==> config.mk <==
export PLATFORM = sky130hd
export DESIGN_NAME = sr_readback_unpacker
export DESIGN_NICKNAME = d
export VERILOG_FILES = /design/src/rtl/sr_readback_unpacker.sv
export SDC_FILE = /design/constraint.sdc
export NUM_CORES = 1
export LEC_CHECK = 0
export CORE_MARGIN = 2
export CORE_UTILIZATION = 40
export CTS_BUF_LIST = sky130_fd_sc_hd__clkbuf_2 sky130_fd_sc_hd__clkbuf_4 sky130_fd_sc_hd__clkbuf_8
export DETAILED_ROUTE_END_ITERATION = 6
export HOLD_SLACK_MARGIN = 0.1
export PLACE_DENSITY = 0.78
export SYNTH_ARGS = -nofsm -noshare
export SYNTH_HDL_FRONTEND = slang
export SYNTH_SLANG_ARGS = --single-unit
==> constraint.sdc <==
create_clock -name clk_in -period 2.5 [get_ports clk_in]
set_clock_uncertainty 0.2 [all_clocks]
set_input_delay 0.5 -clock clk_in [delete_from_list [all_inputs] [get_ports clk_in]]
set_output_delay 0.5 -clock clk_in [all_outputs]
set_load 0.01 [all_outputs]
==> src/rtl/sr_readback_unpacker.sv <==
// rtl/sr_readback_unpacker.sv - snapshots SR readback after load_sr falls and streams it as WORD-bit words
// Optional SR_COMPARE_EN: registers a mismatch flag comparing each capture with the last din seen at start.
module sr_readback_unpacker #(
    parameter int WIDTH         = 170,
    parameter int WORD          = 16,
    parameter int CAPTURE_DELAY = 2
) (
    input  logic             clk_in,
    input  logic             rst,
    input  logic             load_sr,
    input  logic [WIDTH-1:0] dout,
    input  logic             start,
    input  logic [WIDTH-1:0] din,
    output logic [WORD-1:0]  m_data,
    output logic             m_valid,
    input  logic             m_ready,
    output logic             m_last,
    output logic             busy,
    output logic             overrun,
    output logic [7:0]       frame_cnt,
    output logic             mismatch
);
    localparam int NWORDS = (WIDTH + WORD - 1) / WORD;
    localparam int PW     = NWORDS * WORD;
    localparam int IW     = (NWORDS > 1) ? $clog2(NWORDS) : 1;

    typedef enum logic [1:0] {S_IDLE, S_WAIT, S_SEND} state_t;

    state_t          state;
    logic            load_d;
    logic [3:0]      dly;
    logic [IW-1:0]   widx;
    logic [PW-1:0]   shadow;
    logic [PW-1:0]   pad_dout;
    logic [IW-1:0]   widx_nxt;
    logic            fall;
    logic            capture;

    // Zero-extended so the tail of the last word reads 0 above WIDTH.
    assign pad_dout = PW'(dout);
    assign widx_nxt = widx + 1'b1;
    assign fall     = load_d & ~load_sr;
    assign capture  = (state == S_WAIT) && (dly == 4'd0);

    function automatic logic [WORD-1:0] word_at(input logic [PW-1:0] v, input logic [IW-1:0] i);
        return v[i*WORD +: WORD];
    endfunction

    always_ff @(posedge clk_in) begin
        if (rst) begin
            state     <= S_IDLE;
            load_d    <= 1'b0;
            dly       <= 4'd0;
            widx      <= '0;
            shadow    <= '0;
            m_data    <= '0;
            m_valid   <= 1'b0;
            m_last    <= 1'b0;
            busy      <= 1'b0;
            overrun   <= 1'b0;
            frame_cnt <= 8'd0;
        end else begin
            load_d <= load_sr;
            // A frame end seen while still busy is dropped, only flagged.
            if (fall && state != S_IDLE) begin
                overrun <= 1'b1;
            end
            case (state)
                S_IDLE: begin
                    if (fall) begin
                        state <= S_WAIT;
                        busy  <= 1'b1;
                        dly   <= 4'(CAPTURE_DELAY - 1);
                    end
                end
                S_WAIT: begin
                    if (dly == 4'd0) begin
                        shadow  <= pad_dout;
                        state   <= S_SEND;
                        widx    <= '0;
                        m_valid <= 1'b1;
                        m_data  <= pad_dout[WORD-1:0];
                        m_last  <= (NWORDS == 1);
                    end else begin
                        dly <= dly - 4'd1;
                    end
                end
                S_SEND: begin
                    if (m_ready) begin
                        if (m_last) begin
                            state     <= S_IDLE;
                            busy      <= 1'b0;
                            m_valid   <= 1'b0;
                            m_last    <= 1'b0;
                            m_data    <= '0;
                            frame_cnt <= frame_cnt + 8'd1;
                        end else begin
                            widx   <= widx_nxt;
                            m_data <= word_at(shadow, widx_nxt);
                            m_last <= (widx_nxt == IW'(NWORDS - 1));
                        end
                    end
                end
                default: begin
                    state <= S_IDLE;
                    busy  <= 1'b0;
                end
            endcase
        end
    end

`ifdef SR_COMPARE_EN
    logic [WIDTH-1:0] expected;

    always_ff @(posedge clk_in) begin
        if (rst) begin
            expected <= '0;
            mismatch <= 1'b0;
        end else begin
            if (state == S_IDLE && start) begin
                expected <= din;
            end
            if (capture) begin
                mismatch <= (dout != expected);
            end
        end
    end
`else
    logic unused_compare_inputs;
    assign unused_compare_inputs = ^{start, din, capture};
    assign mismatch = 1'b0;
`endif

endmodule
### Word-level counts from Yosys, hierarchy flattened

Index checks and enable logic that the tools add are counted.

* flip-flop bits (word level): 209
* bits in latches: 0
* bits in writable memories: 0
* memory bits (read-only): 0
* bits of input ports: 345
* output and inout bits: 29
* logic and storage cells: 67
* memories kept: 0

* add/sub/neg operators: 3
* $mul: 0
* div/mod/pow operators: 0
* $lt $le $gt $ge: 0
* equal/unequal tests: 9
* shift operators: 1
* mux-type cells: 26
* bitwise gates (word level): 3
* reductions and logical operators: 14

Operators by type and width (count)
* $shiftx 176x9->16: 1
* $mux 16: 3
* $pmux 16 s2: 1
* $mux 4: 5
* $pmux 4 s2: 2
* $reduce_and 4->1: 4
* $ne 2x2->1 const B: 5
* $reduce_and 3->1: 3
* $add 8x1->8 const B: 1
* $mux 2: 4
* $mux 1: 7
* $pmux 2 s3: 1
* $reduce_bool 2->1: 3
* $add 4x1->4 const B: 1
* $eq 4x4->1 const B: 1
* $logic_not 4->1: 1
* $pmux 1 s2: 2
* $sub 4x1->4 const B: 1
* $pmux 1 s3: 1
* $eq 2x1->1 const B: 1
* $eq 2x2->1 const B: 1
* $logic_not 2->1: 1
* $ne 2x1->1 const B: 1
* $not 1->1: 2
* 3 further kinds: 3

### Logic depth before layout (Yosys ltp)

Gate-level depths: netlist of the first run.

* word-level depth: 5
* mapped depth: 9
* mapped depth without buffers: 6

### Worst setup path before layout of the first run

OpenSTA, ideal clock, no wires.

* path kind: flip-flop to flip-flop
* from: register widx[1]
* to: register m_data[11]
* library setup time: 0.134 ns
* data arrival time: 2.100 ns
* required time: 2.166 ns
* path slack: 0.066 ns
* cell stages (with the launch flop): 9
* buffers on the path: 2
* clock period less this slack: 2.434 ns
* path through: dfxtp_1 -> inv_1 -> ha_1 -> buf_2 -> buf_2 -> mux4_4 -> mux2_2 -> a221oi_2 -> a211oi_1

* word-level cells in the longest chain between the ends: 5

RTL lines
* start: declaration: line 32 `logic [IW-1:0] widx;`
* start signal: assignment: line 98 `widx <= widx_nxt;`
* $add 4x1->4: line 41 `assign widx_nxt = widx + 1'b1;`
* $shiftx 176x9->16: line 46 `return v[i*WORD +: WORD];`
* $mux 16: line 90 `if (m_last) begin`
* $mux 16: line 89 `if (m_ready) begin`
* $pmux 16 s2: line 68 `case (state)`
* end signal: assignment: line 82 `m_data <= pad_dout[WORD-1:0];`
* end signal: assignment: line 99 `m_data <= word_at(shadow, widx_nxt);`
* end: declaration: line 14 `output logic [WORD-1:0] m_data,`

Every way passes these cells. The select of a mux whose other input is x is not followed.
A chain may end at the register's enable or synchronous reset.

### Worst setup path after layout of the first run

* from: register widx[1]
* to: register m_data[4]

Same word-level chain as after synthesis.

==> summary.md, run 1 <==
| Metric | Value |
|---|---|
| Critical path startpoint category | flip-flop |
| Area after DPL | 11600 sq um |
| Synthesized netlist net count | 1408 |
| Fin. Hold Viols | 0 |
| Final setup violation count | 0 |
| Type of the most critical hold path | in -> reg |
| Data arrival time of the worst path | 2.65 ns |
| Ys flop type | dfxtp_1 |
| First-pass GRT wire length | 42800 microns |
| Number of placed I/O pins | 374 |
| Buffers added on ports | about 200 |
| Final std cell area, no fill | 12500 sq um |
| Routability congestion estimate from global placement | between 0.8 and 0.9 |
| Routed Wire Length | around 28000 microns |
| Nets | about 1600 |
| Worst rel slew slack | 64.1% |
| Startpoint of the worst register-to-register path | widx[1]$_SDFFE_PP0P_ |
| Die ar. | 24300 sq um |
| Largest driver fanout on the critical path | 7 |
| Number of warnings reported in the yosys synthesis log | 0 |
| Most common library cells after synthesis | 349 x nand2_1, 209 x dfxtp_1, 186 x a21oi_1, 48 x clkbuf_1, 32 x mux2_2 |
| Critical path type | reg -> reg |
| Crit path launch | widx[1]$_SDFFE_PP0P_ |
| Core ar. | 22600 sq um |
| Final HPWL from detailed placement | between 15000 and 20000 microns |
| Post-synthesis instance area | 9220 sq um |
| Detailed Routing Iterations Pass 1 | 5 |
| Run status | finished clean |
| Root buffer cell | clkbuf_8 |
| Register bit total from synthesis | 209 |
| Min cycle time layout | 2.45 ns |
| Area contributors post-synth | dfxtp_1 45%, nand2_1 14%, a21oi_1 10%, mux4_2 6.3%, mux2_2 3.9% |
| Hold_sp | rst |
| Width of the die | 156 microns |
| Post-synth cell types | between 50 and 60 |
| Initial core utilization | 40.7% |
| Share of synthesized flip-flops with an asynchronous set or reset | 0% |
| Fin Hold WS | 0.196 ns |
| Reg-to-reg slack, setup | 0.05 ns |
| Clock tree from TritonCTS | done |
| Period utilization | 98.2% |
| Via-per-instance ratio | 5.40 |
| Routed wire length per instance | 18.1 microns |
| Transition at the pin with the smallest max-transition slack | 0.539 ns |
| Source-to-sink clock delay at the later pin of the worst-skew pair | 0.55 ns |
| Number of maximum-capacitance violations | 0 |
| Synth Area per Inst | 8.72 sq um |
| Number of cells produced by synthesis | approximately 1100 |
| Antenna violations before repair | 2 |
| Row count | 55 |
| Number of design-rule violations left by the first detailed-router iteration | roughly 680 |
| Leading cell type by number of instances after synthesis | nand2_1 |
| Data required time of the worst path | 2.69 ns |
| Global Route Usage Sum | 22.6% |
| Antenna Violating Nets Remaining | 0 |
| Sequential-to-total area share from yosys stat | 45.4% |
| Number of sinks on the clock net | 209 |
| Ant. Diodes | 0 |
| Count of pins over their slew limit | 0 |
| EDFF count, synth | 0 |
| Buffer depth of the longest clock path | 3 |
| Die Span Y | 156 microns |
| Via count of the first global-routing pass | 7925 |
| DRC violations left | 0 |
| Clock transition at the register clock pins on the worst setup and hold paths after CTS | 0.06 ns |
| CTS Buf Count | 37 |
| Via count | 8441 |
| Gr ovfl total | 0 |
| Critical path endpoint category | flip-flop |
| Leakage | between 0.004 and 0.005 uW |
| Number of H-tree levels | 2 |
| Area grow syn2layout | 35.2% |
| Setup TNS | 0 ns |
| Maximum frequency from static timing analysis | roughly 0.41 GHz |
| Peak supply drop | 0.508 mV |
| Largest net degree at the start of global routing | between 60 and 70 |
| Post-CTS Hold Buffers | 0 |
| Layout cell share with drive strength beyond 1 | 15.7% |
| Area share of the largest cell type after synthesis | 45.4% |
| Power per cell area | 624 nW/um^2 |
| Cell taking the most area after synthesis | dfxtp_1 |
| Setup repair after global routing missed its margin | no |
==> state kept, by name, indices dropped and copies added, names as in the netlist <==
register	count
shadow	170
m_data	16
frame_cnt	8
dly	4
widx	4
state	2
busy	1
load_d	1
m_last	1
m_valid	1
overrun	1
==> cell usage in the layout, fill, tap and decap left out, types with 14 or more instances in the layout <==
| master | instances |
|---|---|
| nand2_1 | 348 |
| dfxtp_1 | 207 |
| clkdlybuf4s50_1 | 200 |
| a21oi_1 | 186 |
| clkbuf_8 | 40 |
| mux2_2 | 32 |
| buf_4 | 32 |
| mux4_2 | 26 |
| nor2_1 | 24 |
| o211ai_1 | 16 |
| a221oi_2 | 14 |
| a211oi_1 | 14 |
==> final cells by class <==
type                    instances  area (sq um)
clock buffers                  48           611
clock inverters                12           100
fillers                      1929         10200
inverters                       6          22.5
multi-input cells             756          4670
flip-flops and latches        209          4190
well taps                     285           357
repair buffers                246          2530
==> stage by stage <==
step | std cells | total power [uW] | setup WS, ns | utilization, %
2_1_floorplan | 1058 | 4130 | 0.0659 | -
3_3_place_gp | 1496 | 4680 | -0.0517 | 51.4
3_5_place_dp | 1496 | 4700 | -0.0808 | 51.4
4_1_cts | 1557 | 7810 | 0.00118 | 54.8
5_1_grt | 1562 | 8070 | 0.00175 | 55.1
6_report | 1562 | 7790 | 0.0453 | 55.1
==> final timing paths <==
check,end,cells after the start
worst max-delay path,m_data[4]$_SDFFE_PP0P_,7
worst min-delay path,shadow[140]$_SDFFE_PP0P_,2
worst max register to register,m_data[4]$_SDFFE_PP0P_,7
worst min register to register,shadow[29]$_SDFFE_PP0P_,2
==> report_power, final <==
group | internal [uW] | switching, uW
clock | 1700 | 1410
sequential | 3470 | 85.0
combinational | 576 | 544
==> metal layers <==
layer,wire length (microns),part of all wire [%],global-route usage (%),vias up
met1,12000,43,30.1,3916
met4,657,2.3,7.43,4
met5,23,0.082,0,-
li1,-,-,-,4061
met2,12700,45,35.9,413
met3,2810,10,5.89,47
==> worst max-delay path, stage by stage (launching register included) <==
cell      delay (ns)
dfxtp_1         0.34
inv_1           0.08
ha_4            0.36
buf_4           0.20
mux4_2          0.36
mux2_2          0.32
a221oi_4        0.33
a211oi_2        0.12
==> timing repair <==
item | CTS | global route
setup buffers | 0 | 5
gates resized for setup | 3 | 3
setup endpoints to repair | 8 | 12
cloned | 1 | 0
==> logic make-up (layout without fill, tap and decap cells) <==
group | Yosys count | after routing | share of synthesized area (%)
adders and majority gates | 5 | 5 | 0.678
DFF | 209 | 209 | 45.4
muxes | 64 | 64 | 12.0
AOI/OAI and AO/OA | 267 | 267 | 18.4
buffers and inverters | 93 | 312 | 4.72
xor gates and xnor gates | 7 | 7 | 0.746
other | 1 | 1 | 0.0407
and+or+nand+nor | 412 | 412 | 18.1
Note: power is estimated with default switching activity, not from simulation.
==> inputs of run 2 (changes only) <==
--- a/config.mk
+++ b/config.mk
@@ -5,11 +5,14 @@
 export SDC_FILE = /design/constraint.sdc
 export NUM_CORES = 1
 export LEC_CHECK = 0
+export ABC_CLOCK_PERIOD_IN_PS = 2500
+export CAP_MARGIN = 30
 export CORE_MARGIN = 2
 export CORE_UTILIZATION = 40
 export CTS_BUF_LIST = sky130_fd_sc_hd__clkbuf_2 sky130_fd_sc_hd__clkbuf_4 sky130_fd_sc_hd__clkbuf_8
 export DETAILED_ROUTE_END_ITERATION = 6
 export HOLD_SLACK_MARGIN = 0.1
+export MAX_ROUTING_LAYER = met4
 export PLACE_DENSITY = 0.78
 export SYNTH_ARGS = -nofsm -noshare
 export SYNTH_HDL_FRONTEND = slang
==> run 2 against run 1 <==
  * Core utilization about the same
  * Sequential power about the same
  * Global-route usage up 0.68 points
  * Clock-buffer cell count unchanged
  * Sequential share of layout area about the same
  * Combinational power about the same
  * Worst hold slack better by 0.0053 ns
  * Critical path type unchanged
  * Non-clock buffer count unchanged
  * Design area about the same
  * Critical path depth unchanged
  * Routed wire length about the same
==> summary.md, run 2 (synthesized netlist as in run 1, its figures left out) <==
| Metric | Value |
|---|---|
| Run status | finished clean |
| Die Span Y | 156 microns |
| Commonest non-fill, non-tap cells in the layout | 348 x nand2_1, 207 x dfxtp_1, 200 x clkdlybuf4s50_1 |
| Initial core utilization | 40.7% |
| Die ar. | 24300 sq um |
| Via count | 8421 |
| Most flops, register | shadow |
| Largest net degree at the start of global routing | 69 |
| Clock tree from TritonCTS | done |
| Number of H-tree levels | 2 |
| Layout cell share with drive strength beyond 1 | 15.7% |
| Ordered list of cells on the worst path | inv_1 > ha_4 > buf_4 > mux4_2 > mux2_2 > a221oi_4 > a211oi_2 |
| Transition at the pin with the smallest max-transition slack | 0.544 ns |
| Critical path type | reg -> reg |
| Via count of the first global-routing pass | 7930 |
| Power per cell area | 624 nW/um^2 |
| Source-to-sink clock delay at the later pin of the worst-skew pair | 0.55 ns |
| Flip-flop count of the largest register, all copies and words added | 170 |
| Final setup violation count | 0 |
| Post-layout utilization of the core | 55.1% |
| Critical path's slowest cell | ha_4 |
| Period utilization | 98.1% |
| Data arrival time of the worst path | 2.65 ns |
| Critical path startpoint category | flip-flop |
| Routed wire length per instance | between 15 and 20 microns |
| Commonest non-fill, non-tap cell in the layout | nand2_1 |
| Peak supply drop | slightly above 0.5 mV |
| Antenna Violating Nets Remaining | 0 |
| Number of inserted filler cells in the final layout | 1928 |
| Via-per-instance ratio | around 5.4 |
| Detailed Routing Iterations Pass 1 | 5 |
| First-pass GRT wire length | 42700 microns |
| DRC violations left | 0 |
| Routability congestion estimate from global placement | 0.912 |
| Data required time of the worst path | 2.69 ns |
| Fin. Hold Viols | 0 |
| Nets | 1606 |
| Width of the die | 156 microns |
| Gr ovfl total | 0 |
| Min cycle time layout | ~2.5 ns |
| Routed Wire Length | 28200 microns |
| Registers with the most flip-flops | shadow x170, m_data x16, frame_cnt x8 |
| Critical path endpoint category | flip-flop |
| Area after DPL | roughly 12000 sq um |
| Root buffer cell | clkbuf_8 |
| Area grow syn2layout | 35.3% |
| Core ar. | 22600 sq um |
| Setup TNS | 0 ns |
| Overall Power | 7790 uW |
| Type of the most critical hold path | in -> reg |
| Number of placed I/O pins | 374 |
| Setup repair after global routing missed its margin | no |
| Antenna violations before repair | 2 |
| Buffer depth of the longest clock path | 3 |
| CTS Buf Count | 37 |
| Worst rel slew slack | roughly 64% |
| Leakage | 0.00432 uW |
| Buffers added on ports | 201 |
| Number of design-rule violations left by the first detailed-router iteration | 693 |
| Max stage delay on crit path | 0.36 ns |
| Final std cell area, no fill | 12500 sq um |
| Largest driver fanout on the critical path | 7 |
| Count of pins over their slew limit | 0 |
| Final HPWL from detailed placement | slightly below 20000 microns |
| Global Route Usage Sum | 23.3% |
| Clock transition at the register clock pins on the worst setup and hold paths after CTS | 0.06 ns |
| Number of maximum-capacitance violations | 0 |
| Number of placed instances with taps included | 1496 |
| Final instance count without filler cells | 1564 |
| Reg-to-reg slack, setup | roughly 0.047 ns |
| Maximum frequency from static timing analysis | 0.408 GHz |
| Number of sinks on the clock net | between 200 and 250 |
| Row count | 55 |
| Post-CTS Hold Buffers | 0 |
[run 2: cell count changes in the layout (fill, tap and decap cells not counted), sizes merged]
cell and delta:
diode +2
[run 2: layout make-up]
| class | instances | area (sq um) | share of cell area, % |
|---|---|---|---|
| Multi-Input combinational cell | 756 | 4670 | 37.4 |
| Tap cell | 285 | 357 | 2.86 |
| Clock buffer | 48 | 611 | 4.89 |
| Sequential cell | 209 | 4190 | 33.6 |
| Antenna cell | 2 | 5.00 | 0.0401 |
| Timing Repair Buffer | 246 | 2530 | 20.2 |
| Inverter | 6 | 22.5 | 0.181 |
| Clock inverter | 12 | 100 | 0.802 |
[run 2: worst paths after layout]
| check | start | end | cells after the start |
|---|---|---|---|
| hold / removal | rst | shadow[140]$_SDFFE_PP0P_ | 2 |
| setup reg to reg | widx[1]$_SDFFE_PP0P_ | m_data[4]$_SDFFE_PP0P_ | 7 |
| setup / recovery | widx[1]$_SDFFE_PP0P_ | m_data[4]$_SDFFE_PP0P_ | 7 |
| hold reg to reg | shadow[29]$_SDFFE_PP0P_ | shadow[29]$_SDFFE_PP0P_ | 2 |
[run 2: critical path, delay by kind of cell (launching register included)]
kind / cells / cell delay [ns]
DFF: 1 / 0.34
muxes: 2 / 0.68
AOI/OAI and AO/OA: 2 / 0.44
buffers and inverters: 2 / 0.28
adders and majority gates: 1 / 0.36
[run 2: metrics by stage]
| stage | setup slack, ns | hold WS (ns) |
|---|---|---|
| 2_1_floorplan | 0.0659 | 0.232 |
| 3_3_place_gp | -0.0517 | 0.233 |
| 3_5_place_dp | -0.0808 | 0.246 |
| 4_1_cts | 0.00118 | 0.185 |
| 5_1_grt | 0.00163 | 0.218 |
| 6_report | 0.0474 | 0.201 |
[run 2: report_power, final]
part / total, uW / switching, uW / internal [uW]
Sequential: 3550 / 85.0 / 3470
Clock: 3120 / 1410 / 1700
Combinational: 1120 / 544 / 576
[run 2: what timing repair did]
| action | 4_1_cts | 5_1_grt |
|---|---|---|
| resized for setup | 3 | 3 |
| endpoints found under the setup margin | 8 | 12 |
| setup buffers | 0 | 5 |
| cloned | 1 | 0 |
[run 2: routing by layer]
layer	vias to the layer above	wire length, microns	GRT usage, %
met5	-	0	-
li1	4065	-	-
met4	0	628	7.43
met1	3916	12300	30.3
met2	398	12700	35.9
met3	42	2550	5.47
